## config.mk

```make
export PLATFORM = sky130hd
export DESIGN_NAME = pipe_ctrl
export DESIGN_NICKNAME = d
export VERILOG_FILES = /design/src/rtl/pipe_ctrl.sv
export SDC_FILE = /design/constraint.sdc
export NUM_CORES = 1
export LEC_CHECK = 0
export ABC_AREA = 1
export CAP_MARGIN = 40
export CORE_MARGIN = 2
export CORE_UTILIZATION = 40
export CTS_CLUSTER_DIAMETER = 30
export CTS_CLUSTER_SIZE = 30
export DETAILED_ROUTE_END_ITERATION = 7
export PLACE_DENSITY_LB_ADDON = 0.2
export SLEW_MARGIN = 20
export SYNTH_ARGS = -nofsm -noshare
export SYNTH_HDL_FRONTEND = slang
export SYNTH_SLANG_ARGS = --single-unit
```

## constraint.sdc

```tcl
create_clock -name clk -period 3.7 [get_ports clk]
set_input_delay 0.74 -clock clk [delete_from_list [all_inputs] [get_ports clk]]
set_output_delay 0.74 -clock clk [all_outputs]
set_load 0.05 [all_outputs]
```

## src/rtl/pipe_ctrl.sv

```systemverilog
// Stall/flush sequencer for the 5-stage pipeline (fetch, decode, execute,
// memory, writeback). It resolves load-use hazards, taken-branch squashes
// and data-memory wait states. It also contains the debug halt/step/resume
// FSM, a sticky memory-timeout flag and a saturating stall-cycle counter.
module pipe_ctrl #(
   parameter int CNT_W       = 16,
   parameter int DRAIN_CYC   = 4,
   parameter int MEM_TIMEOUT = 255
) (
   input  logic             clk,
   input  logic             rst,
   input  logic [31:0]      ir_dc,
   input  logic             v_dc,
   input  logic [31:0]      ir_ex,
   input  logic             v_ex,
   input  logic             cp_ex,
   input  logic             mem_busy,
   input  logic             halt_req,
   input  logic             step_req,
   input  logic             resume_req,
   output logic             s_fe,
   output logic             s_dc,
   output logic             s_ex,
   output logic             s_me,
   output logic             s_wb,
   output logic             flush,
   output logic             halted,
   output logic             mem_err,
   output logic [CNT_W-1:0] stall_cnt
);

   localparam int DRN_W = (DRAIN_CYC > 1) ? $clog2(DRAIN_CYC) : 1;
   localparam logic [DRN_W-1:0] DRAIN_LAST = DRN_W'(DRAIN_CYC - 1);
   localparam logic [15:0] TO_LAST = 16'(MEM_TIMEOUT - 1);
   localparam logic [15:0] TO_MAX  = 16'(MEM_TIMEOUT);
   localparam logic [CNT_W-1:0] CNT_MAX = {CNT_W{1'b1}};

   localparam logic [6:0] OP_LOAD   = 7'b0000011;
   localparam logic [6:0] OP_LUI    = 7'b0110111;
   localparam logic [6:0] OP_AUIPC  = 7'b0010111;
   localparam logic [6:0] OP_JAL    = 7'b1101111;
   localparam logic [6:0] OP_OP     = 7'b0110011;
   localparam logic [6:0] OP_STORE  = 7'b0100011;
   localparam logic [6:0] OP_BRANCH = 7'b1100011;

   typedef enum logic [1:0] {
      ST_RUN    = 2'd0,
      ST_DRAIN  = 2'd1,
      ST_HALTED = 2'd2,
      ST_STEP   = 2'd3
   } state_t;

   state_t           state_r;
   state_t           state_nxt_s;
   logic [DRN_W-1:0] drain_cnt_r;
   logic [DRN_W-1:0] drain_cnt_nxt_s;
   logic [15:0]      to_cnt_r;
   logic             mem_err_r;
   logic [CNT_W-1:0] stall_cnt_r;
   logic             lu_s;
   logic             br_s;
   logic             timeout_s;
   logic [4:0]       stall_vec_s;   // {fe, dc, ex, me, wb}
   logic             flush_s;
   logic             halted_s;
   logic             unused_bits_s;

   // True when the load in execute writes a register that the decode
   // instruction actually reads (U/J formats read no source register).
   function automatic logic load_use(input logic [31:0] dc, input logic dc_v,
                                     input logic [31:0] ex, input logic ex_v);
      logic [4:0] rd;
      logic       use_rs1;
      logic       use_rs2;
      rd = ex[11:7];
      case (dc[6:0])
         OP_LUI, OP_AUIPC, OP_JAL: begin
            use_rs1 = 1'b0;
            use_rs2 = 1'b0;
         end
         OP_OP, OP_STORE, OP_BRANCH: begin
            use_rs1 = 1'b1;
            use_rs2 = 1'b1;
         end
         default: begin
            use_rs1 = 1'b1;
            use_rs2 = 1'b0;
         end
      endcase
      return ex_v & dc_v & (ex[6:0] == OP_LOAD) & (rd != 5'd0) &
             ((use_rs1 & (rd == dc[19:15])) | (use_rs2 & (rd == dc[24:20])));
   endfunction

   assign lu_s      = load_use(ir_dc, v_dc, ir_ex, v_ex);
   assign br_s      = v_ex & cp_ex;
   // The counter saturates at MEM_TIMEOUT, so a continuing busy run fires once.
   assign timeout_s = mem_busy & (to_cnt_r == TO_LAST);

   // Instruction fields that play no part in hazard detection.
   assign unused_bits_s = ^{ir_dc[31:25], ir_dc[14:7], ir_ex[31:12]};

   // Stall/flush/halted decode from the current state and this cycle's inputs.
   always_comb begin
      stall_vec_s = 5'b00000;
      flush_s     = 1'b0;
      halted_s    = 1'b0;
      if (rst) begin
         stall_vec_s = 5'b11111;
      end else begin
         case (state_r)
            ST_HALTED: begin
               stall_vec_s = 5'b11111;
               halted_s    = 1'b1;
            end
            ST_RUN, ST_DRAIN, ST_STEP: begin
               if (mem_busy) begin
                  stall_vec_s = 5'b11111;
               end else if (br_s) begin
                  flush_s = 1'b1;          // squashes the load-use victim too
               end else if (lu_s) begin
                  stall_vec_s = 5'b11000;  // bubble enters execute
               end else begin
                  stall_vec_s = 5'b00000;
               end
               if (state_r == ST_DRAIN) begin
                  stall_vec_s[4] = 1'b1;   // no new fetches while draining
               end else begin
                  stall_vec_s[4] = stall_vec_s[4];
               end
            end
            default: begin
               stall_vec_s = 5'b11111;
            end
         endcase
      end
   end

   // Debug FSM next state; a memory timeout overrides every other transition.
   always_comb begin
      state_nxt_s     = state_r;
      drain_cnt_nxt_s = drain_cnt_r;
      if (timeout_s) begin
         state_nxt_s = ST_HALTED;
      end else begin
         case (state_r)
            ST_RUN: begin
               if (halt_req) begin
                  state_nxt_s     = ST_DRAIN;
                  drain_cnt_nxt_s = {DRN_W{1'b0}};
               end else begin
                  state_nxt_s = ST_RUN;
               end
            end
            ST_DRAIN: begin
               if (!halt_req) begin
                  state_nxt_s = ST_RUN;
               end else if (mem_busy) begin
                  state_nxt_s = ST_DRAIN;
               end else if (drain_cnt_r == DRAIN_LAST) begin
                  state_nxt_s = ST_HALTED;
               end else begin
                  drain_cnt_nxt_s = drain_cnt_r + DRN_W'(1);
               end
            end
            ST_HALTED: begin
               if (resume_req) begin
                  state_nxt_s = ST_RUN;
               end else if (step_req && !mem_err_r) begin
                  state_nxt_s = ST_STEP;
               end else begin
                  state_nxt_s = ST_HALTED;
               end
            end
            ST_STEP: begin
               if (mem_busy) begin
                  state_nxt_s = ST_STEP;
               end else begin
                  state_nxt_s = ST_HALTED;
               end
            end
            default: begin
               state_nxt_s = ST_RUN;
            end
         endcase
      end
   end

   // FSM state and drain counter registers.
   always_ff @(posedge clk) begin
      if (rst) begin
         state_r     <= ST_RUN;
         drain_cnt_r <= {DRN_W{1'b0}};
      end else begin
         state_r     <= state_nxt_s;
         drain_cnt_r <= drain_cnt_nxt_s;
      end
   end

   // Consecutive mem_busy counter and the sticky timeout flag.
   always_ff @(posedge clk) begin
      if (rst) begin
         to_cnt_r  <= 16'd0;
         mem_err_r <= 1'b0;
      end else begin
         if (!mem_busy) begin
            to_cnt_r <= 16'd0;
         end else if (to_cnt_r != TO_MAX) begin
            to_cnt_r <= to_cnt_r + 16'd1;
         end
         if (timeout_s) begin
            mem_err_r <= 1'b1;
         end
      end
   end

   // Saturating count of RUN cycles in which fetch is held.
   always_ff @(posedge clk) begin
      if (rst) begin
         stall_cnt_r <= {CNT_W{1'b0}};
      end else if ((state_r == ST_RUN) && stall_vec_s[4] && (stall_cnt_r != CNT_MAX)) begin
         stall_cnt_r <= stall_cnt_r + CNT_W'(1'b1);
      end
   end

   assign {s_fe, s_dc, s_ex, s_me, s_wb} = stall_vec_s;
   assign flush     = flush_s;
   assign halted    = halted_s;
   assign mem_err   = mem_err_r;
   assign stall_cnt = stall_cnt_r;

endmodule

```

==> impl_metrics.csv <==
group,metric,value,unit
yosys,synth_most_common_cell,"nand2_1",
setup_path,cp-endpoint,"flush",
sta,rsz0062_at_grt,"no",
sta,worst_pin_slew,0.505,ns
placed_design,placement_stage_worst_setup_slack,0.814,ns
sta,minimum_hold_slack,0.447,ns
sta,worst_slack,0.824,ns
setup_path,worst_r2r_startpoint,"stall_cnt[0]$_SDFFE_PP0P_",
setup_path,cp_cell_sequence,"clkdlybuf4s50_1, nor3_1, inv_1, nor2_1, buf_12",
sta,hold_viol,0,
setup_path,r2r_end,"stall_cnt[5]$_SDFFE_PP0P_",
setup_path,biggest_fanout_along_the_worst_timing_path,4,
yosys,synth_top_cell_by_area,"dfxtp_1",
global_routing,first_global_vias,2256,
power_and_ir_drop,report.power.total,857,µW
global_routing,number_of_antenna_violations_at_the_first_check_in_global_routing,0,
floorplanning,floorplan.rows,27,
floorplanning,ios,97,
yosys,synth_area_per_cell,6.85,µm²
global_routing,grt_start_max_net_pins,21,
setup_path,critical_path.startpoint,"mem_busy",
final_layout,syn_to_final_growth,32.0,%
clock_tree,cts.sink_count,37,
yosys,synth.top_cells.by_count,"nand2_1, inv_1, nor2_1, dfxtp_1, nand4_1",
setup_path,timing.reg2reg.worst_path_depth,9,
setup_path,cp.buffers_inverters,3,
yosys,ys_seq_elements,37,
sta,setup_viol_count_final,0,
setup_path,ff2ff_setup_slack,1.65,ns
power_and_ir_drop,power_per_cell_area,275,nW/µm²
final_layout,finish.net_count,485,
final_layout,regArea,741,µm²
floorplanning,fp.dieArea,6540,µm²
floorplanning,initial_core_util,42.1,%
status,status,"finished, final reports clean",
setup_path,wp_data_arrival,2.14,ns
clock_tree,postCtsResizedCells,0,
yosys,yosys.cell_types.count,30,
sta,finalMaxSlewViolations,0,
sta,max-slew-margin-rel,66.2,%
yosys,synth_edf_count,0,
yosys,yosysSeqAreaShare,31.3,%
sta,min_period_over_period,77.7,%
yosys,synthArstFlopShare,0,%
global_routing,total_routing_resource_utilization_after_global_routing,18.1,%
detailed_routing,post_detailed_route_count_of_antenna_violating_nets,0,
detailed_routing,dr.first_iter.drc_count,84,
sta,max_clock_freq,348,MHz
clock_tree,clock_tree_from_tritoncts,"built",
final_layout,fillerInstances,546,
floorplanning,die_height,80.9,µm
yosys,top_area_cells_in_the_synthesized_netlist,"dfxtp_1, nand2_1, inv_1",
clock_tree,cts_htree_levels,2,
detailed_routing,vias_per_cell,4.89,
detailed_routing,vias,2354,
setup_path,critical-path-max-stage-delay,0.48,ns
yosys,yosys.area.top_type_share,31.3,%
setup_path,crit_required,2.96,ns
yosys,synthesis.nets,422,
final_layout,post_route_cells_drive_above_1_share,10.0,%
yosys,synthCells,345,
detailed_routing,post_drt_wl_per_cell,11.5,µm
clock_tree,tritoncts.num_buffers,5,
floorplanning,core-area,5610,µm²
flow_run,drv.max_cap_violation_count,0,
detailed_routing,drc,0,
sta,post-route-min-period,2.88,ns
global_routing,global_route_wire_length_before_repair,9490,µm
sta,timing.setup.tns,0,ns
final_layout,multi_input_area,1380,µm²
hold_path,hold_path_startpoint,"to_cnt_r[7]$_SDFFE_PP0P_",
clock_tree,clk_pin_slew,0.08,ns
hold_path,class_of_the_worst_hold_path,"reg2reg",
final_layout,num_antenna_cells,0,
yosys,yosys_warnings,0,
floorplanning,floorplan.die.width,80.9,µm
clock_tree,clockBufferDepth,2,
setup_path,timing.setup.critical_path_class,"in2out",
clock_tree,post-cts-setup-buffer-count,0,
power_and_ir_drop,ir_worst_vdd,194,µV
power_and_ir_drop,power_leakage,0.00121,µW
setup_path,crit_family,"buffers and inverters",
setup_path,path_depth,5,
clock_tree,ctsRootBufferMaster,"clkbuf_8",
yosys,synth-main-ff-cell,"dfxtp_1",
clock_tree,ctsHoldBuffers,0,
detailed_routing,drt_first_pass_iters,4,
clock_tree,clkLatencyLatePin,0.29,ns
setup_path,crit_path_end_kind,"output pin",
placed_design,place_hpwl,4320,µm
global_routing,globalRouteOverflowTotal,0,
setup_path,critical_path.startpoint_type,"input port",
yosys,synth.cell_area,2360,µm²
placed_design,place_congestion,0.817,
detailed_routing,route.final.wire_length,5520,µm
placed_design,portBuffers,61,
setup_path,worst_path_max_delay_cell,"clkdlybuf4s50_1",
sta,fin_worst_skew,0.00460,ns
flip-flops by register name, summed over array words and instances, names as in the netlist:
signal and cells:
mem_err 1, drain_cnt_r 2, to_cnt_r 16, stall_cnt 16, state_r 2
how the worst min path moves through the flow:
stage / to / cells past startpoint
6_report: to_cnt_r[7]$_SDFFE_PP0P_ / 2
5_1_grt: to_cnt_r[7]$_SDFFE_PP0P_ / 2
4_1_cts: to_cnt_r[7]$_SDFFE_PP0P_ / 2
3_5_place_dp: to_cnt_r[7]$_SDFFE_PP0P_ / 2
3_3_place_gp: to_cnt_r[7]$_SDFFE_PP0P_ / 2
2_1_floorplan: to_cnt_r[7]$_SDFFE_PP0P_ / 2
cell families (layout without fill, tap and decap cells):
group / after synthesis / count (layout) / synth area share [%]
and+or+nand+nor: 177 / 177 / 35.8
AOI/OAI and AO/OA: 48 / 48 / 12.6
DFF: 37 / 37 / 31.3
buffers and inverters: 58 / 122 / 10.3
adders and majority gates: 4 / 4 / 2.12
xor gates and xnor gates: 21 / 21 / 7.78
layer usage:
layer	track usage (%)	share of wire (%)	routed length [µm]	up-vias
li1	-	-	-	1264
met3	3.11	3.0	163	7
met1	20.4	44	2430	1051
met4	4.92	1.3	69	0
met5	0	0	0	-
met2	34.6	52	2850	32
cells in the final DEF, fill, tap and decap left out, drive strengths merged, types with 2 or more instances in the layout:
cell,instances
nand2,75
clkdlybuf4s50,54
inv,49
nor2,38
dfxtp,37
a21oi,27
nand4,23
nor3,19
nand3,18
xor2,14
o21ai,13
buf,11
xnor2,7
clkbuf,5
a31oi,4
ha,4
clkinv,3
nand3b,2
o211a,2
worst reg2reg max path, delay by kind of cell (launching register included):
family	cells	cell delay, ns
adders and majority gates	1	0.24
and+or+nand+nor	7	1.19
AOI/OAI and AO/OA	1	0.12
DFF	1	0.45
metrics by stage:
step	util [%]	cell area, µm²	cells
floorplan	-	2360	345
global placement	54.0	3030	473
detailed placement	54.0	3030	473
CTS	55.6	3120	481
global route	55.6	3120	481
finish	55.6	3120	481
where the power goes:
part	switching [µW]	total [µW]	internal [µW]
Clock	153	287	134
Combinational	86.0	158	71.6
Sequential	8.14	413	405
final cells by class:
class	instances	area share (%)
clock buffers	5	2.21
inverters	49	5.89
flip-flops and latches	37	23.7
well taps	72	2.89
repair buffers	65	20.4
clock inverters	3	0.722
multi-input cells	250	44.2
Power figures use the tool's default switching activity.
